==> config.mk <==
export PLATFORM = sky130hd
export DESIGN_NAME = sfm_minmax_row_ctrl
export DESIGN_NICKNAME = d
export VERILOG_FILES = /design/src/rtl/sfm_minmax_row_ctrl.sv
export SDC_FILE = /design/constraint.sdc
export NUM_CORES = 1
export LEC_CHECK = 0
export ABC_CLOCK_PERIOD_IN_PS = 3230
export CORE_ASPECT_RATIO = 0.8
export CORE_MARGIN = 10
export CORE_UTILIZATION = 45
export DETAILED_ROUTE_END_ITERATION = 12
export HOLD_SLACK_MARGIN = 0.15
export PLACE_DENSITY = 0.74
export SETUP_SLACK_MARGIN = 0.05
export SLEW_MARGIN = 20
export SYNTH_ARGS = -nofsm -noshare
export SYNTH_HDL_FRONTEND = slang
export SYNTH_SLANG_ARGS = --single-unit
==> constraint.sdc <==
create_clock -name clk_i -period 3.23 [get_ports clk_i]
set_clock_uncertainty 0.15 [all_clocks]
set_input_delay 0.646 -clock clk_i [delete_from_list [all_inputs] [get_ports clk_i]]
set_output_delay 0.646 -clock clk_i [all_outputs]
set_load 0.01 [all_outputs]
==> src/rtl/sfm_minmax_row_ctrl.sv <==
// sfm_minmax_row_ctrl: row sequencer for a FP min/max reduction datapath, tracks in-flight beats and folds per-beat results.
package sfm_pkg;
    typedef enum logic {MIN = 1'b0, MAX = 1'b1} min_max_mode_t;
endpackage

module sfm_minmax_row_ctrl #(
    parameter int WIDTH        = 16,
    parameter int LEN_WIDTH    = 16,
    parameter int MAX_INFLIGHT = 4
) (
    input  logic                  clk_i,
    input  logic                  rst_i,
    input  logic                  clear_i,
    input  logic                  start_i,
    input  logic [LEN_WIDTH-1:0]  len_i,
    input  sfm_pkg::min_max_mode_t mode_i,
    input  logic                  in_valid_i,
    output logic                  in_ready_o,
    output logic                  red_valid_o,
    input  logic                  red_ready_i,
    output sfm_pkg::min_max_mode_t red_mode_o,
    input  logic                  red_res_valid_i,
    output logic                  red_res_ready_o,
    input  logic [WIDTH-1:0]      red_res_i,
    input  logic                  red_res_strb_i,
    output logic                  result_valid_o,
    input  logic                  result_ready_i,
    output logic [WIDTH-1:0]      result_o,
    output logic                  result_strb_o,
    output logic                  busy_o,
    output logic                  done_o
);
    localparam int IW = $clog2(MAX_INFLIGHT + 1);

    typedef enum logic [1:0] {IDLE, RUN, DRAIN, OUT} state_t;

    state_t                 state, state_n;
    logic [LEN_WIDTH-1:0]   len_q, issued, returned, issued_n, returned_n;
    logic [IW-1:0]          inflight;
    sfm_pkg::min_max_mode_t mode_q;
    logic [WIDTH-1:0]       acc;
    logic                   acc_vld, issue_en, iss, ret, take;

    // Sign-magnitude FP mapped onto an unsigned total order.
    function automatic logic [WIDTH-1:0] key(input logic [WIDTH-1:0] x);
        return x[WIDTH-1] ? ~x : (x | {1'b1, {(WIDTH-1){1'b0}}});
    endfunction

    assign issue_en        = (state == RUN) && (issued < len_q) && (inflight < IW'(MAX_INFLIGHT));
    assign red_valid_o     = in_valid_i & issue_en;
    assign in_ready_o      = red_ready_i & issue_en;
    assign red_res_ready_o = (state == RUN) || (state == DRAIN);
    assign red_mode_o      = mode_q;
    assign iss             = red_valid_o & red_ready_i;
    assign ret             = red_res_valid_i & red_res_ready_o;
    assign issued_n        = issued + LEN_WIDTH'(iss);
    assign returned_n      = returned + LEN_WIDTH'(ret);
    assign take            = ret & red_res_strb_i & (!acc_vld ||
                             (mode_q == sfm_pkg::MAX ? key(red_res_i) > key(acc) : key(red_res_i) < key(acc)));
    assign result_valid_o  = state == OUT;
    assign result_o        = acc;
    assign result_strb_o   = (state == OUT) & acc_vld;
    assign busy_o          = state != IDLE;
    assign done_o          = (state == OUT) & result_ready_i & ~clear_i;

    always_ff @(posedge clk_i or posedge rst_i)
        if (rst_i) state <= IDLE;
        else       state <= state_n;

    always_comb begin
        state_n = state;
        if (clear_i) state_n = IDLE;
        else
            unique case (state)
                IDLE:    state_n = start_i ? (len_i == '0 ? OUT : RUN) : IDLE;
                RUN:     state_n = returned_n == len_q ? OUT : (issued_n == len_q ? DRAIN : RUN);
                DRAIN:   state_n = returned_n == len_q ? OUT : DRAIN;
                default: state_n = result_ready_i ? IDLE : OUT;
            endcase
    end

    always_ff @(posedge clk_i or posedge rst_i)
        if (rst_i) begin
            len_q    <= '0;
            mode_q   <= sfm_pkg::MIN;
            issued   <= '0;
            returned <= '0;
            inflight <= '0;
            acc      <= '0;
            acc_vld  <= 1'b0;
        end else if (clear_i) begin
            issued   <= '0;
            returned <= '0;
            inflight <= '0;
            acc_vld  <= 1'b0;
        end else if (state == IDLE && start_i) begin
            len_q    <= len_i;
            mode_q   <= mode_i;
            issued   <= '0;
            returned <= '0;
            inflight <= '0;
            acc_vld  <= 1'b0;
        end else begin
            issued   <= issued_n;
            returned <= returned_n;
            inflight <= inflight + IW'(iss) - IW'(ret);
            if (take) begin
                acc     <= red_res_i;
                acc_vld <= 1'b1;
            end
        end
endmodule

==> results.sh, run 1 <==
export IMPL_outcome="complete, but fails checks"
export IMPL_violations="negative setup slack"
export IMPL_relSlewSlack=0.6087
export IMPL_p_per_area_mw_per_mm2=524.6
export IMPL_startpoint="len_q[1]"
export IMPL_rsz0062_at_grt="yes"
export IMPL_die_h_um=115.4
export IMPL_die_w_um=139.3
export IMPL_area_growth_synth_to_final_pct=42.30
export IMPL_via_per_inst=5.480
export IMPL_seq_area_frac_synth=0.3468
export IMPL_grt_pass1_wl_um=24220
export IMPL_hpwl_um=11070
export IMPL_synth_ff_type="dfrtp_1"
export IMPL_place_congestion=0.9276
export IMPL_hp_start="len_q[8]"
export IMPL_crit_arrival_ns=3.74
export IMPL_cts_tree="done"
export IMPL_initial_utilization=0.4650
export IMPL_fin_util=0.6617
export IMPL_row_count=34
export IMPL_drt_iter0_drc=314
export IMPL_dpl_worst_slack_ns=-0.5164
export IMPL_maxCapViolCount=0
export IMPL_fin_area_mm2=0.007291
export IMPL_place_area_mm2=0.006689
export IMPL_firstDrtPassIters=7
export IMPL_antenna_cells=0
export IMPL_synth_edf_count=0
export IMPL_clk_path_buf_depth=2
export IMPL_cp_max_fo=4
export IMPL_cts_sinks=71
export IMPL_post_route_period_util=1.137
export IMPL_wl_per_cell_um=18.55
export IMPL_fin_crit_ns=3.672
export IMPL_die_area_mm2=0.01608
export IMPL_start_kind="flip-flop"
export IMPL_min_path_type="reg -> reg"
export IMPL_antenna_found_initial=0
export IMPL_synth_warnings=0
export IMPL_final_hold_viol_count=0
export IMPL_grt_max_degree=72
export IMPL_finalMaxSlewViolations=0
export IMPL_required_ns=3.30
export IMPL_ys_ff_latch=71
export IMPL_clockRootBuffer="clkbuf_16"
export IMPL_synth_cells=507
export IMPL_max_freq_mhz=272.3
export IMPL_syn_avg_cell_area_um2=10.11
export IMPL_nFillCells=809
export IMPL_synth_nets=591
export IMPL_crit_type="reg -> reg"
export IMPL_io_buffers=65
export IMPL_track_usage=0.1860
export IMPL_wirelength_um=15010
export IMPL_synth_cell_types=68
export IMPL_synth_area_mm2=0.005124
export IMPL_layout_drive_gt1_share=0.3038
export IMPL_drc=0
export IMPL_grt_overflow_total=0
export IMPL_setup_slack_ns=-0.4424
export IMPL_tightest_slew_ns=0.5853
export IMPL_vias=4433
export IMPL_coreArea_mm2=0.01102
export IMPL_cts_reportedPaths_clkPinSlew_ns=0.06
export IMPL_grt_pass1_vias=4666
export IMPL_tns_ns=-0.8186
export IMPL_ir_drop_mv=0.4147
export IMPL_htreeDepth=3
export IMPL_async_reset_ff_frac=1.000
export IMPL_finalSetupViolCount=2
export IMPL_antenna_left=0
export IMPL_worstSkewPairLatency_ns=0.34
export IMPL_leakage_nw=3.310
export IMPL_reg2reg_from="len_q[1]"
export IMPL_cp_end_kind="flip-flop"
export IMPL_cts_buffers=9
export IMPL_ios=66
export IMPL_nets=746
-- flip-flops by register name, indices dropped and copies added, names as in the netlist --
name        cells
red_mode_o      1
acc_vld         1
result_o       16
issued         16
state           2
returned       16
inflight        3
len_q          16
-- critical path: stages, from the launching register on --
cell	delay, ns
dfrtp_1	0.34
inv_1	0.05
ha_1	0.28
a21o_1	0.16
a21o_1	0.18
a21o_1	0.18
a21oi_2	0.13
o21a_1	0.18
o211a_4	0.18
ha_4	0.16
ha_4	0.20
nand2_4	0.09
nor4_1	0.39
nand3_1	0.16
nor4bb_4	0.19
nand4b_1	0.18
nor2_1	0.08
o31a_1	0.27
-- through the flow --
stage	cells	total power [W]	hold slack, ns
5_1_grt	809	0.004028	0.4172
3_5_place_dp	790	0.002611	0.3803
4_1_cts	811	0.003809	0.3945
6_report	809	0.003825	0.3926
3_3_place_gp	790	0.002562	0.3650
2_1_floorplan	507	0.002001	0.3448
-- layout by cell type (no fill, tap or decap), types with 3 or more instances in the layout --
master	instances
ha_1	36
xnor2_2	4
buf_6	4
and2_1	12
clkdlybuf4s50_1	61
a21oi_2	3
a21o_1	9
a21oi_1	14
nor2b_1	6
bufinv_16	3
nand2b_1	5
xnor2_1	49
o21ai_0	6
and4_1	5
nand4_1	13
nand2_1	18
xor2_1	24
nor4_1	4
nor4_2	3
buf_4	94
inv_2	3
xnor3_1	6
nor2_1	37
mux2_2	32
dfrtp_1	71
inv_1	27
clkbuf_16	9
nand3_1	12
o211ai_1	5
nor3_1	5
and3_1	3
nand3_2	3
o21a_1	4
and2_4	3
ha_4	4
nor4_4	4
or3_1	3
-- kinds of logic (layout without fill, tap and decap cells) --
logic type | count (synthesis) | in the layout | share of synthesized area
AOI/OAI and AO/OA | 70 | 70 | 0.1018
adders and majority gates | 42 | 42 | 0.1040
DFF | 71 | 71 | 0.3468
muxes | 34 | 34 | 0.07448
buffers and inverters | 52 | 210 | 0.04420
xor gates and xnor gates | 85 | 85 | 0.1614
and+or+nand+nor | 153 | 153 | 0.1673
-- final timing paths --
kind / to / slack (ns) / depth (start not counted)
min reg2reg: len_q[8] / 0.39 / 1
max reg2reg: state[1] / -0.44 / 17
min: len_q[8] / 0.39 / 1
min in group asynchronous: len_q[9] / 0.56 / 3
max in group asynchronous: issued[14] / 2.03 / 3
max: state[1] / -0.44 / 17
-- final cells by class --
cell class | count | area, µm² | share of cell area
Tap cell | 144 | 180.2 | 0.02471
Multi-Input combinational cell | 384 | 3422 | 0.4694
Clock inverter | 4 | 95.09 | 0.01304
Sequential cell | 71 | 1777 | 0.2437
Inverter | 30 | 112.6 | 0.01545
Clock buffer | 10 | 239.0 | 0.03278
Timing Repair Buffer | 166 | 1465 | 0.2010
-- synth_stat cells (all sizes together) (11+ instances only) --
master,number,area (µm²)
nand2,19,71.32
nor4,11,87.59
and2,15,93.84
clkbuf,11,43.79
mux2,33,371.6
nor2,37,138.9
nand4,14,93.84
nand3,15,80.08
xnor2,54,473.0
a21oi,17,85.08
ha,41,513.0
buf,11,70.07
xor2,25,219.0
inv,30,112.6
dfrtp,71,1777
-- metal layers --
metal,vias to the layer above,global-route usage,part of all wire
met2,150,0.2904,0.45
met4,0,0.06870,0.024
li1,2102,-,-
met1,2154,0.2403,0.46
met5,-,0,0
met3,27,0.05519,0.067
-- report_power, final --
group	total (W)	leakage (nW)	switching, W	internal [W]
logic	0.00154	2.22	0.000713	0.000830
clock network	0.00115	0.164	0.000382	0.000765
registers	0.00113	0.927	0.000116	0.00102
total	0.00382	3.31	0.00121	0.00261
-- what timing repair did --
item,in CTS,in global routing
cloned,1,0
hold buffers,0,0
pin swaps,21,25
setup endpoints to repair,21,21
setup buffers,6,2
gates resized for setup,22,26
No activity file was read; power rests on OpenSTA's default activity.
==> run 2, diff against run 1 <==
- SKIP_CTS_REPAIR_TIMING: unset -> 1
==> run 2 against run 1 <==
Compared with the run above: the run still ends with negative setup slack left; sequential share of layout area up 0.080 points; flip-flop and latch count unchanged; largest cell class unchanged; utilization down 0.22 points; final cell count down 0.12%; global-route usage down 0.60 points; sequential power about the same; setup slack better by 0.052 ns.
==> results.sh, run 2 (synthesized netlist as in run 1, its figures left out) <==
export IMPL_hpwl_um=11070
export IMPL_dpl_worst_slack_ns=-0.5164
export IMPL_final_hold_viol_count=0
export IMPL_cts_reportedPaths_clkPinSlew_ns=0.06
export IMPL_power_w=0.003821
export IMPL_clockRootBuffer="clkbuf_16"
export IMPL_crit_type="reg -> reg"
export IMPL_row_count=34
export IMPL_io_buffers=65
export IMPL_drc=0
export IMPL_cp_max_fo=4
export IMPL_finalSetupViolCount=3
export IMPL_violations="negative setup slack"
export IMPL_rsz0062_at_grt="yes"
export IMPL_tightest_slew_ns=0.5802
export IMPL_required_ns=3.30
export IMPL_htreeDepth=3
export IMPL_nFillCells=808
export IMPL_grt_pass1_vias=4601
export IMPL_cp_end_kind="flip-flop"
export IMPL_vias=4442
export IMPL_wl_per_cell_um=18.60
export IMPL_coreArea_mm2=0.01102
export IMPL_cts_sinks=71
export IMPL_wirelength_um=15030
export IMPL_clk_path_buf_depth=2
export IMPL_post_route_period_util=1.121
export IMPL_place_congestion=0.9276
export IMPL_initial_utilization=0.4650
export IMPL_max_freq_mhz=276.2
export IMPL_cts_buffers=9
export IMPL_outcome="complete, but fails checks"
export IMPL_p_per_area_mw_per_mm2=525.8
export IMPL_track_usage=0.1800
export IMPL_final_cell_mix="buf_4 (95), dfrtp_1 (71), clkdlybuf4s50_1 (62), xnor2_1 (48)"
export IMPL_area_growth_synth_to_final_pct=41.83
export IMPL_antenna_left=0
export IMPL_via_per_inst=5.498
export IMPL_start_kind="flip-flop"
export IMPL_mostFrequentLayoutCell="buf_4"
export IMPL_cts_tree="done"
export IMPL_maxCapViolCount=0
export IMPL_grt_max_degree=72
export IMPL_worstSkewPairLatency_ns=0.34
export IMPL_fin_area_mm2=0.007267
export IMPL_grt_overflow_total=0
export IMPL_fin_crit_ns=3.621
export IMPL_ios=66
export IMPL_die_area_mm2=0.01608
export IMPL_antenna_found_initial=0
export IMPL_setup_slack_ns=-0.3908
export IMPL_fin_util=0.6596
export IMPL_layout_drive_gt1_share=0.2982
export IMPL_ir_drop_mv=0.4185
export IMPL_crit_arrival_ns=3.69
export IMPL_relSlewSlack=0.6120
export IMPL_die_h_um=115.4
export IMPL_place_area_mm2=0.006689
export IMPL_drt_iter0_drc=325
export IMPL_leakage_nw=3.286
export IMPL_firstDrtPassIters=5
export IMPL_min_path_type="reg -> reg"
export IMPL_die_w_um=139.3
export IMPL_antenna_cells=0
export IMPL_grt_pass1_wl_um=23480
export IMPL_finalMaxSlewViolations=0
export IMPL_nets=745
run 2: cell types whose count changed in the layout (fill, tap and decap cells not counted), sizes merged:
cell           previous run  this run
bufbuf                    1         0
clkbuf                   12        11
clkdlybuf4s50            61        62
dlygate4sd2               1         0
dlymetal6s2s              1         2
run 2: cell type report:
type                            instances  area, µm²  share of cell area
Clock buffer                           10      239.0             0.03289
Clock inverter                          4      95.09             0.01309
Inverter                               30      112.6             0.01550
Multi-Input combinational cell        384       3403              0.4683
Sequential cell                        71       1777              0.2445
Tap cell                              144      180.2             0.02479
Timing Repair Buffer                  165       1460              0.2009
run 2: layer usage:
metal,part of all wire,GRT usage
met5,0,0
met4,0.026,0.06870
met3,0.074,0.05887
met2,0.45,0.2762
met1,0.46,0.2322
run 2: final timing paths:
check,slack (ns),depth (start not counted),from,to
max in group asynchronous,2.04,3,rst_i,result_o[13]
setup / recovery,-0.39,17,len_q[1],state[1]
min in group asynchronous,0.56,3,rst_i,issued[9]
hold reg to reg,0.40,1,result_o[3],result_o[3]
hold / removal,0.40,1,result_o[3],result_o[3]
setup reg to reg,-0.39,17,len_q[1],state[1]
run 2: power by group:
group	internal [W]	switching, W
combinational	0.000824	0.000710
sequential	0.00102	0.000118
clock	0.000765	0.000385
run 2: through the flow:
step | std cells | hold slack [ns] | setup TNS [ns]
2_1_floorplan | 507 | 0.3448 | -0.04014
3_3_place_gp | 790 | 0.3650 | -6.603
3_5_place_dp | 790 | 0.3803 | -8.465
4_1_cts | 804 | 0.3945 | -3.563
5_1_grt | 808 | 0.4172 | -1.466
6_report | 808 | 0.3951 | -0.8693
run 2: critical path, stage by stage (launching register included):
cell and delay, ns:
dfrtp_1 0.34, inv_1 0.05, ha_1 0.28, a21o_1 0.15, a21o_1 0.18, a21o_1 0.18
a21oi_2 0.15, o21a_1 0.17, o211a_4 0.17, ha_4 0.15, ha_4 0.19, and2_4 0.18
and3_4 0.19, xnor3_1 0.25, nor4bb_4 0.17, nand4b_1 0.20, nor2_1 0.07, o31a_1 0.27
==> run 3, diff against run 2 <==
- ABC_CLOCK_PERIOD_IN_PS: 3230 -> 3800
- PLACE_DENSITY: 0.74 -> 0.71
- clock period: 3.23 -> 3.8 ns (I/O delays scaled with it)
==> run 3 against run 2 <==
Compared with the run above: the flow now finishes without violations; utilization decreased by 5.0 points; global-route usage shrank 0.69 points; combinational power down 22%; setup slack gained 0.53 ns; fmax decreased by 1.1%; sequential share of layout area rose by 2.0 points; critical path depth is the same; final cell count down 5.4%; register-to-register slack better by 0.53 ns; clock power decreased by 27%; largest cell class unchanged.
==> results.sh, run 3 (synthesized netlist as in run 1, its figures left out) <==
export IMPL_clk_path_buf_depth=2
export IMPL_ios=66
export IMPL_leakage_nw=2.936
export IMPL_required_ns=3.87
export IMPL_finalMaxSlewViolations=0
export IMPL_area_growth_synth_to_final_pct=31.04
export IMPL_ir_drop_mv=0.2815
export IMPL_nets=699
export IMPL_wirelength_um=13700
export IMPL_dpl_worst_slack_ns=-0.1089
export IMPL_layout_drive_gt1_share=0.2161
export IMPL_holdPathStages=1
export IMPL_drc=0
export IMPL_wl_per_cell_um=17.93
export IMPL_crit_arrival_ns=3.73
export IMPL_maxCapViolCount=0
export IMPL_rrSetupSlack_ns=0.14
export IMPL_reg2reg_from="len_q[9]"
export IMPL_io_buffers=65
export IMPL_final_cell_mix="dfrtp_1 (71), clkdlybuf4s50_1 (65), xnor2_1 (53), buf_4 (52), ha_1 (39)"
export IMPL_rsz0062_at_grt="yes"
export IMPL_outcome="finished clean"
export IMPL_wl_met1_um=6792
export IMPL_hold_path_end="result_o[3]"
export IMPL_setup_slack_ns=0.1403
export IMPL_antenna_cells=0
export IMPL_htreeDepth=3
export IMPL_grt_overflow_total=0
export IMPL_power_w=0.003013
export IMPL_place_congestion=0.8980
export IMPL_fin_crit_ns=3.660
export IMPL_cp_slowest_cell="dfrtp_1"
export IMPL_r2r_cells=17
export IMPL_firstDrtPassIters=5
export IMPL_cts_tree="done"
export IMPL_route_met2_wl_um=5990
export IMPL_track_usage=0.1731
export IMPL_start_kind="flip-flop"
export IMPL_die_h_um=115.4
export IMPL_max_freq_mhz=273.2
export IMPL_cp_end_kind="flip-flop"
export IMPL_grt_pass1_wl_um=22860
export IMPL_grt_max_degree=38
export IMPL_min_path_type="reg -> reg"
export IMPL_tightest_slew_ns=0.8625
export IMPL_worstSkewPairLatency_ns=0.33
export IMPL_cts_sinks=71
export IMPL_post_route_period_util=0.9631
export IMPL_initial_utilization=0.4650
export IMPL_final_hold_viol_count=0
export IMPL_cpPeakStageDelay_ns=0.35
export IMPL_die_w_um=139.3
export IMPL_mostFrequentLayoutCell="dfrtp_1"
export IMPL_hpwl_um=10500
export IMPL_cp_max_fo=4
export IMPL_finalSetupViolCount=0
export IMPL_antenna_left=0
export IMPL_relSlewSlack=0.4250
export IMPL_hp_start="result_o[3]"
export IMPL_clockRootBuffer="clkbuf_16"
export IMPL_die_area_mm2=0.01608
export IMPL_antenna_found_initial=0
export IMPL_rr_endpoint="state[0]"
export IMPL_p_per_area_mw_per_mm2=448.7
export IMPL_cts_reportedPaths_clkPinSlew_ns=0.06
export IMPL_crit_type="reg -> reg"
export IMPL_row_count=34
export IMPL_grt_pass1_vias=4321
export IMPL_topRoutingLayerUsed="met4"
export IMPL_drt_iter0_drc=293
export IMPL_via_per_inst=5.458
export IMPL_vias=4170
export IMPL_path_cells="inv_1 > ha_1 > a21o_1 > a21o_1 > a21oi_2 > o211a_1 > and2_4 > o211a_1 > ha_4 > ha_4 > and2_4 > and3_1 > o32ai_1 > nor4bb_1 > nand4b_1 > a211oi_2 > o21ai_1"
export IMPL_coreArea_mm2=0.01102
export IMPL_wl_met3_um=809
export IMPL_cts_buffers=9
-- run 3: cell types whose count changed in the layout (fill, tap and decap cells not counted), sizes merged --
cell and change:
buf -46, clkdlybuf4s50 +3, bufinv -2, clkbuf +2, dlymetal6s2s -2, clkinvlp +1
-- run 3: layout make-up --
class,instances,area [µm²]
clock buffer,13,250.2
clock inverter,3,42.54
fill,883,4304
inverter,30,112.6
multi-input combinational,384,3271
sequential,71,1777
tap,144,180.2
timing repair buffer,119,1081
-- run 3: worst max-delay path, delay by kind of cell, from the launching register on --
| family | cells | cell delay, ns |
|---|---|---|
| buf+inv | 1 | 0.05 |
| flops | 1 | 0.35 |
| fa+ha+maj | 3 | 0.64 |
| compound gates | 8 | 1.34 |
| simple gates | 5 | 1.01 |
-- run 3: layer usage --
metal	global-route usage	vias to the layer above
li1	-	2006
met1	0.2451	2038
met2	0.2583	118
met3	0.04211	8
met4	0.04511	0
met5	0	-
-- run 3: power by group --
group          internal, W  total [W]  switching (W)
sequential        0.000865   0.000982       0.000117
clock             0.000526   0.000843       0.000317
combinational     0.000653    0.00119       0.000535
total              0.00204    0.00301       0.000969
-- run 3: worst max path at each step --
stage               startpoint      endpoint  slack, ns  cells past startpoint
6_report              len_q[9]      state[0]       0.14                     17
5_1_grt               len_q[9]      state[0]       0.03                     17
4_1_cts               len_q[9]      state[0]       0.04                     17
3_5_place_dp   red_res_valid_i      state[0]      -0.11                     11
3_3_place_gp   red_res_valid_i      state[1]      -0.05                     11
2_1_floorplan    red_res_i[15]  result_o[10]       0.16                     12
-- run 3: metrics by stage --
step,cells,hold WS [ns],utilization,TNS (ns),instance area (µm²)
final,764,0.3883,0.6094,0,6714
after floorplan,507,0.3448,-,0,5125
after global routing,764,0.4121,0.6094,0,6714
after global placement,747,0.3736,0.5685,-0.07890,6264
after detailed placement,747,0.3787,0.5685,-0.2132,6264
after CTS,763,0.3974,0.5950,0,6556
